## config.mk

```make
export PLATFORM = sky130hd
export DESIGN_NAME = capture_ctrl
export DESIGN_NICKNAME = d
export VERILOG_FILES = /design/src/rtl/capture_ctrl.sv
export SDC_FILE = /design/constraint.sdc
export NUM_CORES = 1
export LEC_CHECK = 0
export ABC_CLOCK_PERIOD_IN_PS = 3680
export BUFFER_PORTS_ARGS = -buffer_cell sky130_fd_sc_hd__clkbuf_2
export CORE_AREA = 2 2 81 102
export DETAILED_ROUTE_END_ITERATION = 16
export DIE_AREA = 0 0 83 104
export PLACE_DENSITY = 0.89
export RECOVER_POWER = 25
export SYNTH_ARGS = -nofsm -noshare
export SYNTH_HDL_FRONTEND = slang
export SYNTH_SLANG_ARGS = --single-unit
```

## constraint.sdc

```tcl
create_clock -name i_clk -period 3.68 [get_ports i_clk]
set_input_delay 0.92 -clock i_clk [delete_from_list [all_inputs] [get_ports i_clk]]
set_output_delay 0.92 -clock i_clk [all_outputs]
set_load 0.01 [all_outputs]
```

## src/rtl/capture_ctrl.sv

```systemverilog
`default_nettype none
// +-----------------------------------------------------------------------------+
// | capture_ctrl : periodic windowed capture of three Grey ring counters with   |
// |                valid/ready output. Optional macro: CAPTURE_DELTA_EN (deltas)|
// | Rev 1.0                                                                     |
// +-----------------------------------------------------------------------------+
module capture_ctrl #(
  parameter int pPWIDTH = 16,
  parameter int pNWIDTH = 8
) (
  input  logic               i_clk,
  input  logic               i_rst,
  input  logic               i_start,
  input  logic               i_stop,
  input  logic [pPWIDTH-1:0] i_period,
  input  logic [pNWIDTH-1:0] i_nwin,
  input  logic [4:0]         i_100,
  input  logic [4:0]         i_010,
  input  logic [4:0]         i_001,
  output logic [4:0]         o_100,
  output logic [4:0]         o_010,
  output logic [4:0]         o_001,
  output logic               o_valid,
  input  logic               i_ready,
  output logic [pNWIDTH-1:0] o_seq,
  output logic               o_busy,
  output logic               o_ovf
);

  typedef enum logic [1:0] {
    IDLE  = 2'd0,
    ARM   = 2'd1,
    RUN   = 2'd2,
    DRAIN = 2'd3
  } state_t;

  state_t             state_q;
  logic [pPWIDTH-1:0] period_q;
  logic [pPWIDTH-1:0] cnt_q;
  logic [pNWIDTH-1:0] nwin_q;
  logic [pNWIDTH-1:0] win_q;
  logic [pNWIDTH-1:0] nseq_q;
  logic [4:0]         d100_q, d010_q, d001_q;
  logic               valid_q;
  logic [pNWIDTH-1:0] seq_q;
  logic               ovf_q;

  logic               strobe;
  logic               load;
  logic               last;
  logic [4:0]         cap100_d, cap010_d, cap001_d;

`ifdef CAPTURE_DELTA_EN
  logic [4:0]         p100_q, p010_q, p001_q;
  logic [4:0]         cur100, cur010, cur001;

  function automatic logic [4:0] g2b(input logic [4:0] g);
    logic [4:0] b;
    b[4] = g[4];
    for (int k = 3; k >= 0; k--) b[k] = b[k+1] ^ g[k];
    return b;
  endfunction
`endif

  always_comb begin
    strobe = (state_q == RUN) && (cnt_q == period_q) && !i_stop;
    // A strobe loads only if the output slot is free or being emptied now
    load   = strobe && (!valid_q || i_ready);
    last   = (nwin_q != '0) && (win_q == nwin_q - pNWIDTH'(1));
`ifdef CAPTURE_DELTA_EN
    cur100   = g2b(i_100);
    cur010   = g2b(i_010);
    cur001   = g2b(i_001);
    cap100_d = cur100 - p100_q;
    cap010_d = cur010 - p010_q;
    cap001_d = cur001 - p001_q;
`else
    cap100_d = i_100;
    cap010_d = i_010;
    cap001_d = i_001;
`endif
  end

  always_ff @(posedge i_clk or posedge i_rst) begin
    if (i_rst) begin
      state_q  <= IDLE;
      period_q <= '0;
      cnt_q    <= '0;
      nwin_q   <= '0;
      win_q    <= '0;
      nseq_q   <= '0;
      d100_q   <= '0;
      d010_q   <= '0;
      d001_q   <= '0;
      valid_q  <= 1'b0;
      seq_q    <= '0;
      ovf_q    <= 1'b0;
`ifdef CAPTURE_DELTA_EN
      p100_q   <= '0;
      p010_q   <= '0;
      p001_q   <= '0;
`endif
    end else begin
      if (valid_q && i_ready) valid_q <= 1'b0;
      if (load) begin
        d100_q  <= cap100_d;
        d010_q  <= cap010_d;
        d001_q  <= cap001_d;
        valid_q <= 1'b1;
        seq_q   <= nseq_q;
        nseq_q  <= nseq_q + pNWIDTH'(1);
      end
      case (state_q)
        IDLE: begin
          if (i_start) state_q <= ARM;
        end
        ARM: begin
          period_q <= i_period;
          nwin_q   <= i_nwin;
          cnt_q    <= '0;
          win_q    <= '0;
          nseq_q   <= '0;
          seq_q    <= '0;
          ovf_q    <= 1'b0;
`ifdef CAPTURE_DELTA_EN
          p100_q   <= g2b(i_100);
          p010_q   <= g2b(i_010);
          p001_q   <= g2b(i_001);
`endif
          state_q  <= RUN;
        end
        RUN: begin
          if (i_stop) begin
            state_q <= DRAIN;
          end else begin
            cnt_q <= (cnt_q == period_q) ? '0 : cnt_q + pPWIDTH'(1);
            if (strobe) begin
              win_q <= win_q + pNWIDTH'(1);
              if (!load) ovf_q <= 1'b1;
`ifdef CAPTURE_DELTA_EN
              p100_q <= cur100;
              p010_q <= cur010;
              p001_q <= cur001;
`endif
              if (last) state_q <= DRAIN;
            end
          end
        end
        DRAIN: begin
          if (!valid_q || i_ready) state_q <= IDLE;
        end
        default: state_q <= IDLE;
      endcase
    end
  end

  assign o_100   = d100_q;
  assign o_010   = d010_q;
  assign o_001   = d001_q;
  assign o_valid = valid_q;
  assign o_seq   = seq_q;
  assign o_ovf   = ovf_q;
  assign o_busy  = (state_q != IDLE);

endmodule
`default_nettype wire

```

### Word level (Yosys, flattened, before mapping)

Index checks and enable logic that the tools add are counted.

* ROM bits: 0
* output and inout port bits: 26
* latch bits: 0
* memories kept: 0
* bits in writable memories: 0
* register bits: 83
* logic and storage cells: 68
* input port bits: 44

* multiplexer cells: 22
* add/subtract/negate cells: 4
* reductions and logical operators: 18
* divide/modulo/power cells: 0
* magnitude comparators: 0
* shift operators: 0
* equality and inequality tests: 12
* $mul: 0
* bitwise logic cells: 0

Operator list (number)
* 2-to-1 mux 8 bit: 6
* 2-to-1 mux 16 bit: 2
* case mux 16 bit (2 select lines): 1
* adder 16 x 1 -> 16 bit (second input constant): 1
* adder 8 x 1 -> 8 bit (second input constant): 2
* equality test 16 bit: 1
* case mux 8 bit (2 select lines): 1
* 2-to-1 mux 2 bit: 5
* inequality test 2 bit (second input constant): 5
* equality test 8 bit: 1
* case mux 2 bit (4 select lines): 1
* AND reduction 4 bit: 2
* nonzero test 2 bit: 4
* nonzero test 8 bit: 1
* subtractor 8 x 1 -> 8 bit (second input constant): 1
* inequality test 3 bit (second input constant): 2
* logical AND 1 bit: 5
* 2-to-1 mux 1 bit: 5
* equality test 2 bit (second input constant): 2
* AND reduction 3 bit: 1
* equality test 2 x 1 -> 1 bit (second input constant): 1
* zero test 1 bit: 2
* zero test 2 bit: 1
* case mux 1 bit (2 select lines): 1
* 2 further kinds: 2

### Longest topological paths before layout

* word-level depth: 8
* depth in mapped cells: 9
* mapped depth without buffers: 8

### Least setup slack after synthesis

Ideal clock, no wire load.

* path kind: input-to-reg
* start: in i_stop
* end: reg state_q[1]
* stages on the path: 5
* slack: 1638 ps
* path buffers: 1
* setup time: 128 ps
* data required time: 3552 ps
* arrival: 1915 ps
* cells stage by stage: nor2_1 -> nand2_1 -> buf_2 -> o211ai_1 -> mux2_1

* word-level cells in the longest chain between the ends: 4
* elaborated cells on any way between the ends: 7
* classes of those cells: eq/ne (2); mux (2); reduce/logical (3)

Ends and longest elaborated chain
* start: declaration: line 14 `input logic i_stop,`
* zero test 1 bit: line 66 `strobe = (state_q == RUN) && (cnt_q == period_q) && !i_stop;`
* logical AND 1 bit: line 66
* inequality test 3 bit (no line)
* AND reduction 4 bit (no line)
* end signal: assignment: line 86 `state_q <= IDLE;`
* end signal: assignment: line 115 `if (i_start) state_q <= ARM;`
* end signal: assignment: line 130 `state_q <= RUN;`
* end: declaration: line 37 `state_t state_q;`

Parallel ways exist; a longest one is shown, timed or not.
A chain may end at the register's enable or synchronous reset.

### Worst setup path after layout

* start: reg cnt_q[5]
* end: reg nseq_q[6]

* word-level cells in the longest chain between the ends: 5

Ends and longest elaborated chain
* start: declaration: line 39 `logic [pPWIDTH-1:0] cnt_q;`
* start signal: assignment: line 136 `cnt_q <= (cnt_q == period_q) ? '0 : cnt_q + pPWIDTH'(1);`
* equality test 16 bit: line 66
* logical AND 1 bit (2 in series): line 66
* logical AND 1 bit: line 68 `load = strobe && (!valid_q || i_ready);`
* nonzero test 2 bit (no line)
* end signal: assignment: line 111 `nseq_q <= nseq_q + pNWIDTH'(1);`
* end: declaration: line 42 `logic [pNWIDTH-1:0] nseq_q;`

No other way between the ends.

==> flow_metrics.py <==
metrics = {
    "outcome": {
        "status": "finished with violations",
        "violations": "capacitance limit, slew limit",
    },
    "power": {
        "power_density_mw_per_mm2": 618,
        "peakVddDrop_uv": 437,
        "p_sw_uw": 975,
        "power.internal_uw": 1980,
        "switching_share": 0.329,
        "power_frac_clock": 0.290,
        "comb_power_share": 0.290,
        "seqPwrFrac": 0.421,
        "p_leak_uw": 0.00237,
    },
    "placed_design": {
        "pre_cts_ws_ps": 989,
        "dp_hpwl_um": 6430,
        "io_buffers": 69,
        "routabilityCongestion": 0.877,
        "dp.cells": 561,
    },
    "logic_synthesis": {
        "ys_seq_area_frac": 0.505,
        "postSynthCellCount": 410,
        "yosys-top-cells-area": "dfrtp_1 (51%), nand2_1 (7.9%), xor2_1 (6.2%)",
        "async_flop_share": 1.00,
        "synthFlopType": "dfrtp_1",
        "synth_top_area_frac": 0.505,
        "synth.cells.most_frequent": "nand2_1 (86), dfrtp_1 (83), xor2_1 (29)",
        "ys_ff_latch": 83,
        "netlist_area_mm2": 0.00411,
        "synth.distinct_cells": 44,
        "yosys_warnings": 0,
        "syn_nets": 463,
        "synth.most_common_cell": "nand2_1",
        "yosys.area.top_type": "dfrtp_1",
        "synth-edff-count": 0,
        "postSynthAreaPerCell_um2": 10.0,
    },
    "critical_path": {
        "endpoint_kind": "flop",
        "crit_type": "reg -> reg",
        "critical_path_required_ps": 3980,
        "max_stage_delay_ps": 530,
        "cp_data_arrival_time_ps": 2990,
        "slowest_stage": "nand3_1",
        "crit_family": "simple AND/OR/NAND/NOR gates",
        "worst-path-buf-inv": 0,
        "cp-start-kind": "flop",
        "path_cells": "xor2_1 -> nor4_2 -> and4_1 -> nand3_1 -> or3_1 -> a21oi_1",
        "reg2reg_slack_ps": 990,
        "cp_max_fo": 18,
    },
    "sta": {
        "finalSetupTns_ps": 0,
        "rsz0062_at_grt": "no",
        "finalHoldViolations": 0,
        "setup_viol": 0,
        "skew_ps": 12.8,
        "fin_crit_sh": 0.731,
        "worstMarginPinSlew_ps": 1520,
        "max_freq_mhz": 372,
        "fin_crit_ps": 2690,
        "setup_slack_ps": 990,
        "slew_headroom": -0.0128,
        "report.final.slew_viol_count": 29,
    },
    "floorplan": {
        "die_y_um": 104,
        "std_cell_rows": 36,
        "die_w_um": 83,
        "num_io_pins": 70,
        "fp.dieArea_mm2": 0.00863,
        "initial_core_util": 0.534,
        "coreArea_mm2": 0.00770,
    },
    "global_routing": {
        "grt_overflow_total": 0,
        "grt_antenna_before_repair": 0,
        "grt_max_degree": 35,
        "grt_pass1_wl_um": 15400,
        "track_usage": 0.223,
        "grt_pass1_vias": 3201,
    },
    "finish": {
        "drive_gt1_frac": 0.241,
        "instances_no_fill": 577,
        "antenna_cells": 0,
        "finalNetCount": 530,
        "fillers": 591,
        "syn_to_final_growth_pct": 16.5,
    },
    "drt": {
        "drt-total-wl_um": 8920,
        "wire_per_inst_um": 15.5,
        "ant_nets": 0,
        "drtPass1Iterations": 4,
        "drt_iter0_markers": 182,
        "viasPerCell": 5.61,
        "drt_drc_violations_left": 0,
        "dr_total_vias": 3236,
    },
    "clock_network": {
        "clk_path_buf_depth": 2,
        "clkTransAtPathRegs_ps": 80,
        "clock-sinks": 83,
        "cts_tree": "done",
        "htreeDepth": 3,
        "clockRootBuffer": "clkbuf_8",
        "cts_hold_buf": 0,
        "cts_setup_buffers": 0,
        "cts_buffers": 9,
        "clk_latency_ps": 370,
        "ctsResizeCount": 0,
    },
    "run": {
        "maxCapViolCount": 1,
    },
    "min_path": {
        "worstHoldPathType": "reg -> reg",
    },
}
## registers in the layout, summed over array words and instances, names as in the netlist
name and count:
cnt_q 16, period_q 16, nseq_q 8, nwin_q 8, o_seq 8, win_q 8
o_001 5, o_010 5, o_100 5, state_q 2, o_ovf 1, o_valid 1
## tightest hold or removal path, cell delays in order, from the launching register on
cell and delay, ps:
dfrtp_1 350, nand2_1 50, nand2_1 60
## cell families (layout without fill, tap and decap cells)
kind of cell	after synthesis	count (layout)	synth area share
XOR/XNOR	38	38	0.0809
adder cells (fa/ha/maj)	9	9	0.0274
buffers and inverters	27	99	0.0280
flip-flops	83	83	0.505
AND/OR/NAND/NOR	173	173	0.210
multiplexers	24	24	0.0654
AO/OA/AOI/OAI	56	56	0.0831
## layout make-up
class / count / area [um2] / area share
Inverter: 10 / 38.8 / 0.00810
Clock inverter: 6 / 138 / 0.0287
Sequential cell: 83 / 2080 / 0.434
Timing Repair Buffer: 73 / 372 / 0.0776
Clock buffer: 10 / 128 / 0.0266
Multi-Input combinational cell: 300 / 1920 / 0.401
Tap cell: 95 / 119 / 0.0248
## layer usage
metal | share of wire | GRT usage | up-vias
met4 | 0.025 | 0.0984 | 0
met2 | 0.53 | 0.380 | 69
li1 | - | - | 1542
met5 | 0 | 0 | -
met1 | 0.40 | 0.269 | 1607
met3 | 0.038 | 0.0516 | 18
## worst paths after layout
path	start	to	depth (start not counted)
min reg2reg	o_100[1]$_DFFE_PP0P_	o_100[1]$_DFFE_PP0P_	2
max reg2reg	cnt_q[5]$_DFFE_PP0P_	nseq_q[6]$_DFFE_PP0P_	6
max in group asynchronous	i_rst	o_valid$_DFFE_PP0P_	3
min	o_100[1]$_DFFE_PP0P_	o_100[1]$_DFFE_PP0P_	2
max	cnt_q[5]$_DFFE_PP0P_	nseq_q[6]$_DFFE_PP0P_	6
min in group asynchronous	i_rst	period_q[7]$_DFFE_PP0P_	2
## metrics by stage
step                      hold slack, ps  power, uW  instance area, um2   util
after global routing                 511       3120                4790  0.622
after CTS                            492       2980                4790  0.622
after global placement               457       2060                4530  0.588
after floorplan                      493       1880                4110      -
after detailed placement             473       2110                4530  0.588
final                                485       2960                4790  0.622
## cells in the final DEF (no fill, tap or decap), types with 4 or more instances in the layout
cell type  instances
ha_1               9
inv_1              9
nand3_1           15
and3_1             5
nand4_1            7
clkbuf_2          69
a21o_1             7
a21oi_1           14
xor2_1            29
nand2_1           86
mux2_2            22
nor4_1             6
nor3b_1            6
clkbuf_8           9
and4_1             4
nand2b_1           4
or3_1              4
dfrtp_1           83
nor4_2             4
o21ai_0            5
xnor2_1            9
nor3_1             8
bufinv_16          4
nor2_1            15
o21ai_1           16
## power groups by stage
| stage | combinational (uW) | clock (uW) | sequential [uW] |
|---|---|---|---|
| floorplan | 689 | 0 | 1200 |
| finish | 857 | 858 | 1250 |
| CTS | 867 | 871 | 1240 |
| global placement | 812 | 0 | 1250 |
| detailed placement | 849 | 0 | 1260 |
| global route | 947 | 907 | 1270 |
(Power assumes the default switching activity.)
